<file path="src/rtl/mux_sel_arbiter_pkg.sv">
`default_nettype none
// +-----------------------------------------------------------------------+
// | mux_arb_pkg : shared sizes, FSM encoding and one-hot helper            |
// | Revision    : 1.0                                                      |
// +-----------------------------------------------------------------------+
package mux_arb_pkg;

   localparam int NREQ  = 4;
   localparam int SEL_W = 2;

   typedef enum logic [0:0] {
      IDLE  = 1'b0,
      GRANT = 1'b1
   } state_e;

   function automatic logic [NREQ-1:0] onehot(input logic [SEL_W-1:0] sel);
      logic [NREQ-1:0] v;
      v      = '0;
      v[sel] = 1'b1;
      return v;
   endfunction

endpackage
`default_nettype wire

</file>
<file path="src/rtl/mux_sel_arbiter_rr_pick.sv">
`default_nettype none
// +-----------------------------------------------------------------------+
// | rr_pick : rotating-priority encoder, search starts just after last_i   |
// | Revision: 1.0                                                          |
// +-----------------------------------------------------------------------+
module rr_pick
   import mux_arb_pkg::*;
(
   input  logic [NREQ-1:0]  req_i,
   input  logic [SEL_W-1:0] last_i,
   output logic [SEL_W-1:0] winner_o,
   output logic             any_o
);

   logic             w_found;
   logic [SEL_W-1:0] w_idx;

   always_comb begin
      winner_o = '0;
      w_found  = 1'b0;
      w_idx    = '0;
      // index arithmetic wraps naturally in SEL_W bits
      for (int i = 1; i <= NREQ; i++) begin
         w_idx = last_i + SEL_W'(i);
         if (!w_found && req_i[w_idx]) begin
            winner_o = w_idx;
            w_found  = 1'b1;
         end
      end
   end

   assign any_o = |req_i;

endmodule
`default_nettype wire

</file>
<file path="src/rtl/mux_sel_arbiter.sv">
`default_nettype none
// +-----------------------------------------------------------------------+
// | mux_sel_arbiter : round-robin owner of the mux select, min/max hold    |
// | Revision        : 1.0                                                  |
// +-----------------------------------------------------------------------+
module mux_sel_arbiter
   import mux_arb_pkg::*;
#(
   parameter int MIN_HOLD = 4,
   parameter int MAX_HOLD = 16
) (
   input  logic             CLOCK_50,
   input  logic             RESET_N,
   input  logic [NREQ-1:0]  REQ,
   input  logic             LOCK,
   output logic [NREQ-1:0]  GNT,
   output logic [SEL_W-1:0] SEL,
   output logic             VALID
);

   localparam int               c_cnt_w = $clog2(MAX_HOLD + 1);
   localparam logic [c_cnt_w-1:0] c_min = c_cnt_w'(MIN_HOLD);
   localparam logic [c_cnt_w-1:0] c_max = c_cnt_w'(MAX_HOLD);
   localparam logic [c_cnt_w-1:0] c_one = c_cnt_w'(1);

   state_e             state_q, state_d;
   logic [NREQ-1:0]    gnt_q,   gnt_d;
   logic [SEL_W-1:0]   sel_q,   sel_d;
   logic [SEL_W-1:0]   last_q,  last_d;
   logic               valid_q, valid_d;
   logic [c_cnt_w-1:0] cnt_q,   cnt_d;

   logic [SEL_W-1:0]   w_winner;
   logic               w_any;
   logic               w_release;

   rr_pick u_pick (
      .req_i    (REQ),
      .last_i   (last_q),
      .winner_o (w_winner),
      .any_o    (w_any)
   );

   // last_q always names the current owner while in GRANT
   assign w_release = (!REQ[last_q] && (cnt_q >= c_min)) ||
                      ((cnt_q >= c_max) && !LOCK && (|(REQ & ~onehot(last_q))));

   always_ff @(posedge CLOCK_50 or negedge RESET_N) begin
      if (!RESET_N) begin
         state_q <= IDLE;
         gnt_q   <= '0;
         sel_q   <= '0;
         last_q  <= SEL_W'(NREQ - 1);
         valid_q <= 1'b0;
         cnt_q   <= '0;
      end else begin
         state_q <= state_d;
         gnt_q   <= gnt_d;
         sel_q   <= sel_d;
         last_q  <= last_d;
         valid_q <= valid_d;
         cnt_q   <= cnt_d;
      end
   end

   always_comb begin
      state_d = state_q;
      case (state_q)
         IDLE:    if (w_any)     state_d = GRANT;
         GRANT:   if (w_release) state_d = IDLE;
         default:                state_d = IDLE;
      endcase
   end

   always_comb begin
      gnt_d   = gnt_q;
      sel_d   = sel_q;
      last_d  = last_q;
      valid_d = valid_q;
      cnt_d   = cnt_q;
      case (state_q)
         IDLE: begin
            if (w_any) begin
               gnt_d   = onehot(w_winner);
               sel_d   = w_winner;
               last_d  = w_winner;
               valid_d = 1'b1;
               cnt_d   = c_one;
            end
         end
         GRANT: begin
            if (w_release) begin
               gnt_d   = '0;
               valid_d = 1'b0;
               cnt_d   = '0;
            end else if (cnt_q != c_max) begin
               cnt_d = cnt_q + c_one;
            end
         end
         default: begin
            gnt_d   = '0;
            valid_d = 1'b0;
         end
      endcase
   end

   assign GNT   = gnt_q;
   assign SEL   = sel_q;
   assign VALID = valid_q;

   a_gnt_onehot0: assert property (@(posedge CLOCK_50) disable iff (!RESET_N)
      $onehot0(GNT));
   a_valid_gnt:   assert property (@(posedge CLOCK_50) disable iff (!RESET_N)
      VALID == (|GNT));
   a_sel_stable:  assert property (@(posedge CLOCK_50) disable iff (!RESET_N)
      ($past(VALID) && VALID) |-> (SEL == $past(SEL)));

endmodule
`default_nettype wire
</file>
<file path="config.mk">
export PLATFORM = sky130hd
export DESIGN_NAME = mux_sel_arbiter
export DESIGN_NICKNAME = d
export VERILOG_FILES = /design/src/rtl/mux_sel_arbiter_pkg.sv /design/src/rtl/mux_sel_arbiter_rr_pick.sv /design/src/rtl/mux_sel_arbiter.sv
export SDC_FILE = /design/constraint.sdc
export NUM_CORES = 1
export LEC_CHECK = 0
export ABC_AREA = 0
export CELL_PAD_IN_SITES_DETAIL_PLACEMENT = 1
export CELL_PAD_IN_SITES_GLOBAL_PLACEMENT = 1
export CORE_MARGIN = 10
export CORE_UTILIZATION = 40
export DETAILED_ROUTE_END_ITERATION = 10
export PLACE_DENSITY = 0.81
export SYNTH_ARGS = -nofsm -noshare
export SYNTH_HDL_FRONTEND = slang
export SYNTH_SLANG_ARGS = --single-unit
</file>
<file path="constraint.sdc">
create_clock -name CLOCK_50 -period 6.57 [get_ports CLOCK_50]
set_clock_uncertainty 0.05 [all_clocks]
set_input_delay 0.9855 -clock CLOCK_50 [delete_from_list [all_inputs] [get_ports CLOCK_50]]
set_output_delay 0.9855 -clock CLOCK_50 [all_outputs]
set_load 0.02 [all_outputs]
</file>
Word-level counts from Yosys, hierarchy flattened
Index checks and enable logic that the tools add are counted.
W data, S select, Z words.
- register bits: 15
- bits of input ports: 7
- output and inout bits: 7
- word-level logic and storage cells: 77
- add/sub/neg operators: 4
- $lt $le $gt $ge: 9
- equal/unequal tests: 4
- multiplexer cells: 32
- bitwise operators: 3
- reductions and logical operators: 19
- operators by type and width (operator ; count):
    $lt A2 B3 Y1 const B ; 5
    $mux W5 ; 3
    $mux W1 ; 13
    $pmux W5 S2 ; 1
    $bmux W1 S2 ; 4
    $logic_and A1 B1 Y1 ; 8
    $mux W2 ; 4
    $mux W4 ; 2
    $pmux W4 S2 ; 1
    $reduce_or A4 Y1 ; 2
    $reduce_and A2 Y1 ; 3
    $add A5 B1 Y5 const B ; 1
    $ge A5 B3 Y1 const B ; 1
    $ge A5 B5 Y1 const B ; 1
    $logic_not A1 Y1 ; 5
    $ne A5 B5 Y1 const B ; 1
    $add A2 B2 Y2 const B ; 2
    $and A4 B4 Y4 ; 1
    $demux W1 S2 ; 2
    $ge A2 B1 Y1 const B ; 2
    $ne A2 B1 Y1 const B ; 2
    $not A4 Y4 ; 1
    $pmux W1 S2 ; 2
    $ne A3 B1 Y1 const B ; 1
    3 further kinds ; 3

Longest topological paths before layout
- depth in word-level cells: 19
- mapped depth: 9
- gate-level depth less buffers: 7

By module
A second synthesis with hierarchy kept.
- cells, all modules: 93
- area total of the unflattened synthesis: 890.9 µm²
- modules (own cells, without submodules) (module ; times used ; cells each ; area each (µm²) ; sequential area each (µm²)):
    mux_sel_arbiter ; 1 ; 79 ; 809.5 ; 377.9
    rr_pick ; 1 ; 14 ; 81.3 ; 0.0

Least setup slack after synthesis
No wires, ideal clock.
- path type: reg2reg
- from: reg last_q[0]
- to: reg gnt_q[2], in the netlist GNT[2]
- setup time: 0.121 ns
- data arrival time: 2.255 ns
- slack: 4.144 ns
- stages on the path, launching flop included: 10
- path buffers: 2
- cells stage by stage: dfstp_2 buf_2 inv_1 ha_1 buf_2 mux4_2 a21boi_2 o211ai_2 and3_1 a22o_1
- longest elaborated chain between the ends: 19
- ends and longest elaborated chain (what ; line ; RTL):
    start: declaration ; mux_sel_arbiter.sv:29 ; logic [SEL_W-1:0] last_q, last_d;
    start signal: assignment ; mux_sel_arbiter.sv:53 ; last_q <= SEL_W'(NREQ - 1);
    start signal: assignment ; mux_sel_arbiter.sv:60 ; last_q <= last_d;
    $add A2 B1 Y2 ; mux_sel_arbiter_rr_pick.sv:24 ; w_idx = last_i + SEL_W'(i);
    $bmux W1 S2 ; mux_sel_arbiter_rr_pick.sv:25 ; if (!w_found && req_i[w_idx]) begin
    $mux W1 (not written as such) ; mux_sel_arbiter_rr_pick.sv:25 ;
    $mux W1 ; mux_sel_arbiter_rr_pick.sv:25 ;
    $logic_not A1 Y1 ; mux_sel_arbiter_rr_pick.sv:25 ;
    $logic_and A1 B1 Y1 ; mux_sel_arbiter_rr_pick.sv:25 ;
    $mux W1 ; mux_sel_arbiter_rr_pick.sv:25 ;
    $logic_not A1 Y1 ; mux_sel_arbiter_rr_pick.sv:25 ;
    (+3 left out) ; - ;
    $logic_and A1 B1 Y1 ; mux_sel_arbiter_rr_pick.sv:25 ;
    $mux W2 ; mux_sel_arbiter_rr_pick.sv:25 ;
    $lt A2 B3 Y1 (not written as such) or $ge A2 B1 Y1 (tied branches) ; mux_sel_arbiter_pkg.sv:19 ; v[sel] = 1'b1;
    $logic_and A1 B1 Y1 (not written as such) ; mux_sel_arbiter_pkg.sv:19 ;
    $mux W1 (not written as such) ; mux_sel_arbiter_pkg.sv:19 ;
    $demux W1 S2 ; mux_sel_arbiter_pkg.sv:19 ;
    $mux W4 ; mux_sel_arbiter.sv:83 ; if (w_any) begin
    $pmux W4 S2 ; mux_sel_arbiter.sv:81 ; case (state_q)
    end signal: assignment ; mux_sel_arbiter.sv:58 ; gnt_q <= gnt_d;
    end: declaration ; mux_sel_arbiter.sv:27 ; logic [NREQ-1:0] gnt_q, gnt_d;
Parallel ways exist; a longest one is shown, timed or not. The select of a mux whose other input is x is not followed.
A chain may end at the register's enable or synchronous reset.

Worst setup path in the final report
- from: in REQ[3]
- to: reg cnt_q[2]
- longest elaborated chain between the ends: 7
- ends and longest elaborated chain (what ; line ; RTL):
    start: declaration ; mux_sel_arbiter.sv:14 ; input logic [NREQ-1:0] REQ,
    $bmux W1 S2 ; mux_sel_arbiter.sv:45 ; assign w_release = (!REQ[last_q] && (cnt_q >= c_min)) ||
    $mux W1 (not written as such) ; mux_sel_arbiter.sv:45 ;
    $logic_not A1 Y1 ; mux_sel_arbiter.sv:45 ;
    $logic_and A1 B1 Y1 ; mux_sel_arbiter.sv:45 ;
    $logic_or A1 B1 Y1 ; mux_sel_arbiter.sv:45 ;
    $mux W5 or $ne A3 B1 Y1 (tied branches) ; - ;
    $pmux W5 S2 or $reduce_and A2 Y1 (tied branches) ; - ;
    end signal: assignment ; mux_sel_arbiter.sv:62 ; cnt_q <= cnt_d;
    end: declaration ; mux_sel_arbiter.sv:31 ; logic [c_cnt_w-1:0] cnt_q, cnt_d;
Parallel ways exist; a longest one is shown, timed or not. The select of a mux whose other input is x is not followed.

==> flow_metrics.env <==
export IMPL_status="completed"
export IMPL_cts_tree="yes"
export IMPL_slew_violations=0
export IMPL_critPathRequiredTime_ns=6.70
export IMPL_synth_edf_count=0
export IMPL_worstPathMaxFanout=9
export IMPL_cts_buffers=3
export IMPL_reg2reg_depth=7
export IMPL_utilization_pct=48.9
export IMPL_nFillCells=292
export IMPL_grt_remaining_overflow=0
export IMPL_crit_path_end_kind="register"
export IMPL_syn_to_final_growth_pct=14.0
export IMPL_setup_ws_ns=3.76
export IMPL_dp_hpwl_um=1940
export IMPL_hold_buffers=0
export IMPL_maxCapViolCount=0
export IMPL_ctsResizeCount=0
export IMPL_grt_max_degree=16
export IMPL_crit_type="primary input to register"
export IMPL_ir_drop_uv=269
export IMPL_gp_congestion=0.781
export IMPL_yosys_warnings=0
export IMPL_avgSynthCellArea_um2=9.92
export IMPL_final_antenna_net_count=0
export IMPL_synthesis_area_mm2=0.00108
export IMPL_timing_final_hold_violations=0
export IMPL_setup_tns_ns=0
export IMPL_clock_latency_ns=0.30
export IMPL_drive_gt1_share_pct=15.7
export IMPL_start_util_pct=42.9
export IMPL_cts_setup_buffers=0
export IMPL_fp_row_count=18
export IMPL_grt_pass1_vias=917
export IMPL_cts_max_level=1
export IMPL_worstReg2RegEnd="SEL[1]"
export IMPL_dr_total_vias=874
export IMPL_synth_cell_types=38
export IMPL_portBuffers=13
export IMPL_ys_flop_type="dfrtp_1"
export IMPL_crit_arrival_ns=2.94
export IMPL_routedWlPerCell_um=16.6
export IMPL_dieArea_mm2=0.00518
export IMPL_final_nets=135
export IMPL_rsz0062_at_grt="false"
export IMPL_slew_headroom_pct=53.1
export IMPL_fin_hold_ws_ns=0.453
export IMPL_syn_inst=109
export IMPL_setup_violations=0
export IMPL_path_clk_slew_ns=0.10
export IMPL_fmax_mhz=356
export IMPL_rr_startpoint="last_q[0]"
export IMPL_num_antenna_cells=0
export IMPL_async_reset_ff_share_pct=100
export IMPL_antenna_found_initial=0
export IMPL_finish_instance_area_mm2=0.00123
export IMPL_ctsLongestPathBuffers=2
export IMPL_place_ws_ns=3.45
export IMPL_cts_sinks=15
export IMPL_rrSetupSlack_ns=3.91
export IMPL_fin_crit_ns=2.81
export IMPL_io_pins=14
export IMPL_mostFrequentLayoutCells="dfrtp_1 (13), clkdlybuf4s50_1 (13), nand2b_1 (7), nand2_1 (7), nor2_1 (7)"
export IMPL_core_area_mm2=0.00252
export IMPL_synth_nets=122
export IMPL_grtUsageTotal_pct=10.1
export IMPL_p_total_mw=0.593
export IMPL_root_buffer="clkbuf_4"
export IMPL_fp_dieW_um=72.0
export IMPL_ys_ff_latch=15
export IMPL_via_per_inst=5.79
export IMPL_firstDrtPassIters=6
export IMPL_hold_path_class="register to register"
export IMPL_die_y_um=72.0
export IMPL_dp_cells=147
export IMPL_drtIter0Drc=40
export IMPL_drc=0
export IMPL_yosysSeqAreaShare_pct=35.0
export IMPL_post_route_period_util_pct=42.7
export IMPL_crit_start="REQ[3]"
export IMPL_cp_start_kind="primary input"
export IMPL_grt_pass1_wl_um=4450
export IMPL_finalWirelength_um=2510
export IMPL_tightestPinTransition_ns=0.702
export IMPL_p_leak_nw=0.524
export IMPL_final_cells=151
export IMPL_crit_path_end="cnt_q[2]"
export IMPL_powerDensity_mw_per_mm2=481
export IMPL_place_area_mm2=0.00120
-- logic make-up (layout without fill, tap and decap cells) --
logic type,Yosys count,count (layout),share of synthesized area [%]
AND/OR/NAND/NOR,34,34,16.7
AO/OA/AOI/OAI,32,32,23.5
flip-flops,15,15,35.0
buffers and inverters,11,23,6.13
multiplexers,9,9,10.2
adder cells (fa/ha/maj),6,6,6.94
XOR/XNOR,2,2,1.62
-- routing by layer --
metal	share of wire, %	track usage, %
met5	0	0
met2	44	16.0
met1	48	12.4
met3	6.8	3.67
met4	1.1	3.23
-- sequential cells by signal, summed over array words and instances (netlist names) --
signal	count
cnt_q	5
SEL	2
state_q	1
last_q	2
GNT	4
VALID	1
-- power by group --
| part | internal, mW | leakage, nW | switching [mW] |
|---|---|---|---|
| registers | 0.136 | 0.184 | 0.0532 |
| logic | 0.166 | 0.322 | 0.182 |
| clock network | 0.0227 | 0.0177 | 0.0334 |
-- worst min-delay path by stage --
stage,startpoint,to,slack [ns],cells after the start
after global routing,GNT[1],GNT[1],0.49,1
after CTS,GNT[1],GNT[1],0.46,1
after global placement,VALID,VALID,0.43,1
after floorplan,cnt_q[1],cnt_q[1],0.47,1
after detailed placement,GNT[1],GNT[1],0.44,1
final,GNT[1],GNT[1],0.45,1
-- Yosys cell counts, types with 2 or more instances --
cell type,instances,area (um2)
a21o_1,2,15.0
a21oi_1,6,30.0
a22o_1,5,43.8
buf_2,2,10.0
buf_6,3,33.8
dfrtp_1,13,325
dfstp_2,2,52.6
ha_1,6,75.1
inv_1,5,18.8
mux2_2,6,67.6
mux2i_1,2,20.0
nand2_1,7,26.3
nand2b_1,7,43.8
nand3_1,4,20.0
nor2_1,7,26.3
nor3_1,2,10.0
o21ai_0,5,25.0
o21ai_1,2,10.0
o2bb2ai_1,3,26.3
xor2_1,2,17.5
-- critical path, stage by stage --
cell             delay (ns)
clkdlybuf4s50_1        0.58
nor4_1                 0.64
nor2b_1                0.43
nor3b_1                0.10
a22o_1                 0.21
-- area by class of cell --
| class | count | area [um2] | share of cell area, % |
|---|---|---|---|
| multi-input cells | 83 | 637 | 51.7 |
| flip-flops and latches | 15 | 378 | 30.7 |
| repair buffers | 13 | 130 | 10.6 |
| well taps | 30 | 37.5 | 3.05 |
| clock buffers | 3 | 22.5 | 1.83 |
| inverters | 6 | 22.5 | 1.83 |
| clock inverters | 1 | 5.00 | 0.406 |
Power figures use the tool's default switching activity.
